<file path="config.mk">
export PLATFORM = sky130hd
export DESIGN_NAME = fixpoint_iter_engine
export DESIGN_NICKNAME = d
export VERILOG_FILES = /design/src/rtl/fixpoint_iter_engine.sv
export SDC_FILE = /design/constraint.sdc
export NUM_CORES = 1
export LEC_CHECK = 0
export CAP_MARGIN = 5
export CORE_MARGIN = 4
export CORE_UTILIZATION = 42
export DETAILED_ROUTE_END_ITERATION = 8
export PLACE_DENSITY_LB_ADDON = 0.25
export SLEW_MARGIN = 10
export SYNTH_ARGS = -nofsm -noshare
export SYNTH_HDL_FRONTEND = slang
export SYNTH_SLANG_ARGS = --single-unit
</file>
<file path="constraint.sdc">
create_clock -name clk -period 1.8 [get_ports clk]
set_input_delay 0.18 -clock clk [delete_from_list [all_inputs] [get_ports clk]]
set_output_delay 0.18 -clock clk [all_outputs]
set_load 0.01 [all_outputs]
</file>
<file path="src/rtl/fixpoint_iter_engine.sv">
// Iterative bit-level reachability engine: grows s by s | (shift(s) & mask) one step per
// clock until the state stops changing or the step bound is reached.
module fixpoint_iter_engine #(
  parameter int W        = 8,
  parameter int MAX_ITER = W,
  parameter int CW       = $clog2(MAX_ITER + 1)
) (
  input  logic          clk,
  input  logic          rst_n,
  input  logic          start,
  input  logic [W-1:0]  init,
  input  logic [W-1:0]  mask,
  input  logic          dir,
  input  logic          wrap,
  output logic          busy,
  output logic          done,
  output logic          converged,
  output logic          timeout,
  output logic [W-1:0]  result,
  output logic [CW-1:0] iters,
  output logic [1:0]    state_dbg
);

  // Handshake: start is a request sampled only while IDLE (state_dbg == 0); the accept edge
  // captures init/mask/dir/wrap. busy marks RUN, done is a one-cycle completion pulse, and
  // result/iters/converged/timeout stay stable from done until the next accepted start.

  typedef enum logic [1:0] {
    IDLE = 2'd0,
    RUN  = 2'd1,
    DONE = 2'd2
  } state_t;

  state_t        state;
  logic [W-1:0]  s;
  logic [W-1:0]  mask_q;
  logic          dir_q;
  logic          wrap_q;
  logic [W-1:0]  sh;
  logic [W-1:0]  nxt;
  logic          at_bound;

  // End bit is refilled from the opposite end only in ring mode.
  always_comb begin
    sh = '0;
    if (dir_q) sh = {wrap_q & s[0], s[W-1:1]};
    else       sh = {s[W-2:0], wrap_q & s[W-1]};
  end

  assign nxt      = s | (sh & mask_q);
  assign at_bound = (iters == CW'(MAX_ITER));

  always_ff @(posedge clk or negedge rst_n) begin
    if (!rst_n) begin
      state     <= IDLE;
      s         <= '0;
      mask_q    <= '0;
      dir_q     <= 1'b0;
      wrap_q    <= 1'b0;
      iters     <= '0;
      busy      <= 1'b0;
      done      <= 1'b0;
      converged <= 1'b0;
      timeout   <= 1'b0;
    end else begin
      case (state)
        IDLE: begin
          done <= 1'b0;
          if (start) begin
            s         <= init;
            mask_q    <= mask;
            dir_q     <= dir;
            wrap_q    <= wrap;
            iters     <= '0;
            converged <= 1'b0;
            timeout   <= 1'b0;
            busy      <= 1'b1;
            state     <= RUN;
          end
        end
        RUN: begin
          // Convergence wins over the bound when both hold in the same cycle.
          if (nxt == s) begin
            converged <= 1'b1;
            busy      <= 1'b0;
            done      <= 1'b1;
            state     <= DONE;
          end else if (at_bound) begin
            timeout <= 1'b1;
            busy    <= 1'b0;
            done    <= 1'b1;
            state   <= DONE;
          end else begin
            s     <= nxt;
            iters <= iters + CW'(1);
          end
        end
        DONE: begin
          done  <= 1'b0;
          state <= IDLE;
        end
        default: begin
          busy  <= 1'b0;
          done  <= 1'b0;
          state <= IDLE;
        end
      endcase
    end
  end

  assign result    = s;
  assign state_dbg = state;

endmodule

</file>
Word level (Yosys, flattened, before mapping). Index checks and enable logic that the tools add are counted.

Add/sub/neg operators: 1. Eq/ne operators: 10. Multiplexer cells: 25. Bitwise gates (word level): 5. Reduce and logical (&&, ||, !) cells: 8.

Operator list (count): 8-bit 2-to-1 mux (4); 8-bit case mux with 2 select lines (1); 4-bit 2-to-1 mux (3); 2-bit inequality test (second input constant) (5); 1-bit 2-to-1 mux (9); 8-bit AND (1); 8-bit equality test (1); 8-bit OR (1); 4-bit case mux with 2 select lines (1); 4-bit AND reduction (2); 2-bit 2-to-1 mux (3); 3-bit AND reduction (2); 4-bit by 1-bit adder with 4-bit output (second input constant) (1); 4-bit equality test (second input constant) (1); 1-bit case mux with 2 select lines (2); 2-bit case mux with 2 select lines (1); 2-bit AND reduction (2); 3-bit inequality test (second input constant) (1); 1-bit case mux with 3 select lines (1); 1-bit AND (2); 2-bit by 1-bit equality test with 1-bit output (second input constant) (1); 2-bit equality test (second input constant) (1); 2-bit logical NOT (1); 2-bit nonzero test (1); 1-bit NOT (1).

Flip-flop bits (word level): 28. Bits of input ports: 21. Output and inout bits: 18. Logic and storage cells: 59.

Logic depth before layout (Yosys ltp). Gate-level depths: netlist (run 1).

Word-level depth: 7. Gate-level depth with buffers: 7. Mapped depth without buffers: 7.

Worst setup path after synthesis (run 1). Ideal clock, no wire load.

Path kind: register -> register. From: reg dir_q. To: reg iters[3]. Library setup time: 0.078 ns. Data arrival time: 1.612 ns. Required time: 1.722 ns. Slack: 0.110 ns. Stages on the path, launching flop included: 8. Path buffers: 1. Clock period less this slack: 1.690 ns. Cells stage by stage: dfrtp_1 > buf_6 > mux2i_1 > o32a_1 > o221a_4 > and2_4 > or3_1 > a21oi_1.

Word-level cells in the longest chain between the ends: 6.

RTL lines: from (decl) (line 37) `logic dir_q;`; from (signal assigned) (line 72) `dir_q <= dir;`; 8-bit 2-to-1 mux (line 46) `if (dir_q) sh = {wrap_q & s[0], s[W-1:1]};`; 8-bit AND (line 50) `assign nxt = s | (sh & mask_q);`; 8-bit OR (line 50); 8-bit equality test (line 83) `if (nxt == s) begin`; 2-bit inequality test (no line); 4-bit AND reduction (no line); to (signal assigned) (line 95) `iters <= iters + CW'(1);`; to (decl) (line 20) `output logic [CW-1:0] iters,`.

No other way between the ends. A chain may end at the register's enable or synchronous reset.

Worst setup path after layout (run 1). Same ends and word-level chain as after synthesis.

==> results of run 1 <==
-- cells in the final DEF, fill, tap and decap left out, types with 2 or more instances in the layout --
| cell | netlist | routed |
|---|---|---|
| nor2_1 | 3 | 3 |
| nand2_1 | 27 | 27 |
| and3b_1 | 2 | 2 |
| mux2i_4 | 0 | 2 |
| clkdlybuf4s50_1 | 0 | 38 |
| dfrtp_1 | 28 | 28 |
| o21ai_0 | 8 | 7 |
| or3_1 | 3 | 3 |
| nand3_1 | 2 | 2 |
| a21oi_1 | 2 | 2 |
| o21ai_1 | 4 | 4 |
| nor2b_1 | 4 | 4 |
| a31oi_1 | 2 | 2 |
| inv_1 | 8 | 8 |
| o22a_1 | 5 | 5 |
| buf_12 | 0 | 2 |
| o31ai_1 | 2 | 2 |
| nand2b_1 | 3 | 3 |
| buf_4 | 0 | 18 |
| o21a_1 | 3 | 3 |
| and2_1 | 2 | 2 |
| o221a_1 | 2 | 2 |
| clkbuf_4 | 0 | 3 |
| ha_1 | 2 | 2 |
| mux2i_1 | 6 | 4 |
| a22oi_1 | 2 | 2 |
-- registers in the layout, indices dropped and copies added (netlist names) --
name,flops
dir_q,1
wrap_q,1
busy,1
timeout,1
result,8
mask_q,8
iters,4
converged,1
state_dbg,2
done,1
-- final timing paths --
kind | to | slack (ps) | cells after the start
min in group clk | dir_q$_DFFE_PN0P_ | 370 | 3
min reg2reg | mask_q[1]$_DFFE_PN0P_ | 490 | 2
max | iters[3]$_DFFE_PN0P_ | -140 | 8
min | iters[2]$_DFFE_PN0P_ | 210 | 2
max reg2reg | iters[3]$_DFFE_PN0P_ | -140 | 8
max in group asynchronous | mask_q[1]$_DFFE_PN0P_ | 1310 | 2
-- timing repair --
item,4_1_cts,5_1_grt
gates resized for setup,2,6
setup buffers,0,2
setup endpoints to repair,9,14
pin swaps,0,2
hold buffers,0,0
-- worst max-delay path, cell delays in order (launching register included) --
cell and delay, ps:
dfrtp_1 440, buf_12 160, mux2i_4 180, o32ai_2 220, a211oi_2 90, buf_4 150
and2_4 170, or3_1 340, a21oi_1 120
-- routing by layer --
metal	part of all wire	GRT usage	routed length (um)	vias up
li1	-	-	-	611
met1	0.43	0.2059	1539	604
met2	0.53	0.3317	1892	21
met3	0.031	0.02551	110	2
met4	0.0067	0.05440	24	0
met5	0	0	0	-
-- cell families after synthesis --
group,after synthesis
multiplexers,6
AO/OA/AOI/OAI,39
AND/OR/NAND/NOR,53
buffers and inverters,14
flip-flops,28
adder cells (fa/ha/maj),2
-- area by class of cell --
cell class | count | area, sq um | share of cell area
clock buffers | 3 | 22.52 | 0.01099
well taps | 44 | 55.05 | 0.02686
multi-input cells | 100 | 685.7 | 0.3346
inverters | 8 | 30.03 | 0.01465
repair buffers | 58 | 555.5 | 0.2711
flip-flops and latches | 28 | 700.7 | 0.3419
-- where the power goes --
group / total, mW / leakage (nW) / switching [mW] / internal (mW)
combinational: 2.20 / 0.545 / 0.981 / 1.22
clock: 0.252 / 0.0138 / 0.173 / 0.0784
sequential: 1.16 / 0.344 / 0.265 / 0.898
total: 3.61 / 0.903 / 1.42 / 2.20
-- metrics by stage --
stage	power, mW	utilization	setup slack, ps	area (sq um)	hold WS (ps)
final	3.615	0.6552	-142.4	2049	208.8
after global routing	3.878	0.6552	-200.7	2049	242.8
after CTS	3.468	0.6400	-100.8	2002	225.1
after detailed placement	3.181	0.6296	-84.54	1969	454.4
after global placement	3.106	0.6296	-9.923	1969	456.5
after floorplan	2.222	-	110.4	1404	-115.6
==> results.yml, run 1 <==
status:
  status: "finished with violations"
  violations: "negative setup slack"
logic_synthesis:
  synth_xor_area_frac: 0
  synth_top_family_by_area: "compound AO/OA/AOI/OAI gates"
  yosysSeqAreaShare: 0.4991
  synth_area_leaders: "dfrtp_1 (50%), nand2_1 (7.2%), mux2i_1 (4.3%), o22a_1 (3.1%), o21ai_0 (2.9%)"
  synth_area_sq_um: 1404
  yosys.area.top_type_share: 0.4991
  synth_ff_type: "dfrtp_1"
  ys.warnings.count: 0
  synth-compound-area-share: 0.2103
  async_reset_ff_frac: 1.000
  ys_seq_elements: 28
  yosys.area_share.simple: 0.1872
  synth_commonest_cells: "dfrtp_1 (28), nand2_1 (27), inv_1 (8), o21ai_0 (8), mux2i_1 (6)"
  yosys.area_share.adder: 0.01783
  muxShareOfSynthArea: 0.04278
  synth_edf_count: 0
  synthDistinctLibCells: 38
  syn_inst: 142
  synth_largest_area_cell: "dfrtp_1"
  syn_area_per_cell_sq_um: 9.886
  syn_nets: 165
  yosysMostFrequentCell: "dfrtp_1"
cells_and_area:
  area_growth_syn_to_layout_pct: 45.99
  finalNetCount: 222
  finalNonFillerCells: 241
  antenna_cells: 0
  fillers: 239
  drive_gt1_frac: 0.1624
setup_path:
  critPathKind: "reg -> reg"
  required_ps: 2070
  end_kind: "flop"
  r2r-start: "dir_q$_DFFE_PN0P_"
  path_max_fanout: 10
  worstSetupStartpoint: "dir_q$_DFFE_PN0P_"
  arrival_ps: 2210
  critPathLaunchType: "flop"
global_routing:
  grt_overflow: 0
  grt_max_degree: 29
  antenna_found_initial: 0
  grt_pass1_wl_mm: 5.934
  grtUsageTotal: 0.1773
  grt_pass1_vias: 1340
timing:
  setup_ws_ps: -142.4
  slew_violations: 0
  fin_skew_ps: 16.53
  setup_violations: 12
  layout_min_cycle_time_ps: 1942
  maxSlewHeadroom: 0.7022
  post-route-period-util: 1.079
  worst_pin_slew_ps: 445.8
  max_freq_ghz: 0.5148
  tns_ps: -1059
  rsz0062_at_grt: "yes"
  finalHoldViolCount: 0
cts:
  cts_root_buf: "clkbuf_4"
  insertion_delay_ps: 320
  path_clk_slew_ps: 150
  cts_sinks: 28
  numCtsBuffers: 3
  cts_max_level: 1
  clockBufferDepth: 2
  cts_tree: "done"
floorplan:
  core_sq_um: 3128
  dieArea_sq_um: 4332
  start_util: 0.4488
  io_pins: 39
  die_w_um: 65.82
  num_rows: 20
  die_y_um: 65.82
drt:
  vias: 1238
  vias_per_cell: 5.137
  dr.pass1.iters: 4
  drcViolationCount: 0
  postRouteAntennaNets: 0
  routed_wl_mm: 3.566
  first_iter_violations: 61
  wl_per_cell_um: 14.80
power:
  power.density_nw_per_um2: 1764
  leakagePower_nw: 0.9027
  ir_drop_uv: 751.5
worst_hold_path:
  hp-class: "in -> async"
place:
  placed_cells: 236
  hpwl_mm: 2.747
  io_buffers: 38
  gp_routability_congestion: 0.8592
run:
  drv_cap: 0
(Power assumes the default switching activity.)
==> inputs of run 2 (changes only) <==
==> constraint.sdc (replaced) <==
create_clock -name clk -period 1.8 [get_ports clk]
set_input_delay 0.36 -clock clk [delete_from_list [all_inputs] [get_ports clk]]
set_output_delay 0.36 -clock clk [all_outputs]
set_load 0.01 [all_outputs]
==> run 2 against run 1 <==
The run still ends with negative setup slack left. Non-clock buffer count increased by 4. Count of clock-buffer cells in the layout unchanged. Wire length decreased by 3.5%. Clock power increased by 2%. Die area unchanged. Register-to-register slack improved by 70 ps. Via count decreased by 1.3%. Power increased by 0.17%. Critical endpoint unchanged. Largest cell class unchanged. Highest routed layer unchanged.
==> results.yml, run 2 (synthesis results as in run 1) <==
place:
  gp_routability_congestion: 0.8461
  placed_area_sq_um: 1972
  hpwl_mm: 2.711
  place_ws_ps: -85.95
  io_buffers: 38
power:
  power.density_nw_per_um2: 1744
  power.internal_mw: 2.223
  ir_drop_uv: 761.4
  combPwrFrac: 0.613
  power.total_mw: 3.621
  p_sw_mw: 1.398
  switching_share: 0.3862
  p_clk_frac: 0.071
  pwr-share-seq: 0.316
  leakagePower_nw: 0.9364
cells_and_area:
  drive_gt1_frac: 0.2090
  regArea_sq_um: 703.2
  antenna_cells: 0
  final_common_cell: "clkdlybuf4s50_1"
  fillers: 240
  area_growth_syn_to_layout_pct: 47.86
  stdcell_area_sq_um: 2076
  final_cell_mix: "clkdlybuf4s50_1 (35), nand2_1 (27), dfrtp_1 (26)"
  multiInputGateArea_sq_um: 684.4
  finalNetCount: 226
status:
  violations: "negative setup slack"
  status: "finished with violations"
drt:
  wl_per_cell_um: 14.04
  postRouteAntennaNets: 0
  routed_wl_mm: 3.440
  dr.pass1.iters: 4
  drcViolationCount: 0
  vias: 1222
  first_iter_violations: 50
  vias_per_cell: 4.988
run:
  drv_cap: 0
floorplan:
  start_util: 0.4488
  num_rows: 20
  die_y_um: 65.82
  die_w_um: 65.82
  core_sq_um: 3128
  io_pins: 39
  dieArea_sq_um: 4332
setup_path:
  crit_slowest_cell: "dfrtp_1"
  cp_cell_sequence: "buf_12 > mux2i_2 > o32ai_2 > a211oi_2 > buf_4 > and2_4 > or3_1 > a21oi_1"
  path_max_fanout: 10
  critPathLaunchType: "flop"
  slowest_delay_ps: 440
  arrival_ps: 2140
  end_kind: "flop"
  cp_num_buf_inv: 2
  r2r_slack_ps: -70
  critPathKind: "reg -> reg"
  required_ps: 2070
  timing.critical_path.max_delay_family: "simple AND/OR/NAND/NOR gates"
timing:
  maxSlewHeadroom: 0.7266
  layout_min_cycle_time_ps: 1874
  worst_pin_slew_ps: 409.2
  whs_ps: 396.8
  rsz0062_at_grt: "yes"
  post-route-period-util: 1.041
  setup_ws_ps: -74.35
  max_freq_ghz: 0.5335
  slew_violations: 0
  fin_skew_ps: 2.757
  setup_violations: 4
  tns_ps: -237.1
  finalHoldViolCount: 0
cts:
  cts_root_buf: "clkbuf_4"
  postCtsHoldBufs: 0
  cts_max_level: 1
  numCtsBuffers: 3
  cts_tree: "done"
  clockBufferDepth: 2
  cts_sinks: 28
  path_clk_slew_ps: 140
  insertion_delay_ps: 320
global_routing:
  grt_pass1_vias: 1260
  grt_overflow: 0
  grt_pass1_wl_mm: 5.858
  grtUsageTotal: 0.1735
  grt_max_degree: 29
  antenna_found_initial: 0
worst_hold_path:
  hp-class: "in -> async"
[run 2: cell types whose count changed in the layout (fill, tap and decap cells not counted), sizes merged]
cell / change
buf: +4
clkdlybuf4s50: -3
dlymetal6s2s: +3
[run 2: path summary, 6_finish.rpt]
| kind | cells past startpoint | start | to |
|---|---|---|---|
| worst min-delay path | 2 | rst_n | iters[3]$_DFFE_PN0P_ |
| worst max register to register | 8 | dir_q$_DFFE_PN0P_ | iters[3]$_DFFE_PN0P_ |
| worst max-delay path | 8 | dir_q$_DFFE_PN0P_ | iters[3]$_DFFE_PN0P_ |
| worst min register to register | 1 | busy$_DFFE_PN0P_ | busy$_DFFE_PN0P_ |
| min in group clk | 1 | busy$_DFFE_PN0P_ | busy$_DFFE_PN0P_ |
| max in group asynchronous | 2 | rst_n | result[6]$_DFFE_PN0P_ |
[run 2: metal layers]
metal,share of wire,track usage,vias to the layer above,wire [um]
li1,-,-,621,-
met1,0.44,0.2249,574,1530
met2,0.51,0.3016,23,1760
met3,0.034,0.02551,4,117
met4,0.0090,0.04404,0,31
met5,0,0,-,0
[run 2: metrics by stage]
step | util | cells
floorplan | - | 142
finish | 0.6636 | 245
detailed placement | 0.6304 | 238
CTS | 0.6500 | 244
global route | 0.6636 | 245
global placement | 0.6304 | 238
[run 2: power by group through the flow]
stage / combinational, mW / sequential (mW) / clock [mW]
after CTS: 2.17 / 1.14 / 0.265
final: 2.22 / 1.14 / 0.257
after global routing: 2.42 / 1.19 / 0.293
after detailed placement: 2.03 / 1.14 / 0
after floorplan: 1.05 / 1.18 / 0
after global placement: 1.98 / 1.13 / 0
[run 2: worst register-to-register path: stages (launching register included)]
cell and delay (ps):
dfrtp_1 440, buf_12 160, mux2i_2 150, o32ai_2 230
a211oi_2 70, buf_4 140, and2_4 160, or3_1 340
a21oi_1 120
[run 2: cell type report]
class,instances,area share
flip-flops and latches,28,0.3388
multi-input cells,100,0.3297
well taps,44,0.02652
repair buffers,62,0.2797
inverters,8,0.01447
clock buffers,3,0.01085
[run 2: repair_timing]
item	in CTS	in global routing
pin swaps	4	4
setup endpoints to repair	8	22
setup buffers	3	1
gates cloned	0	0
resized for setup	3	11
==> inputs of run 3 (changes only) <==
- SLEW_MARGIN: 10 -> default
==> results of run 3 <==
Same layout as run 2: the final DEF is identical, and so are final timing and power.
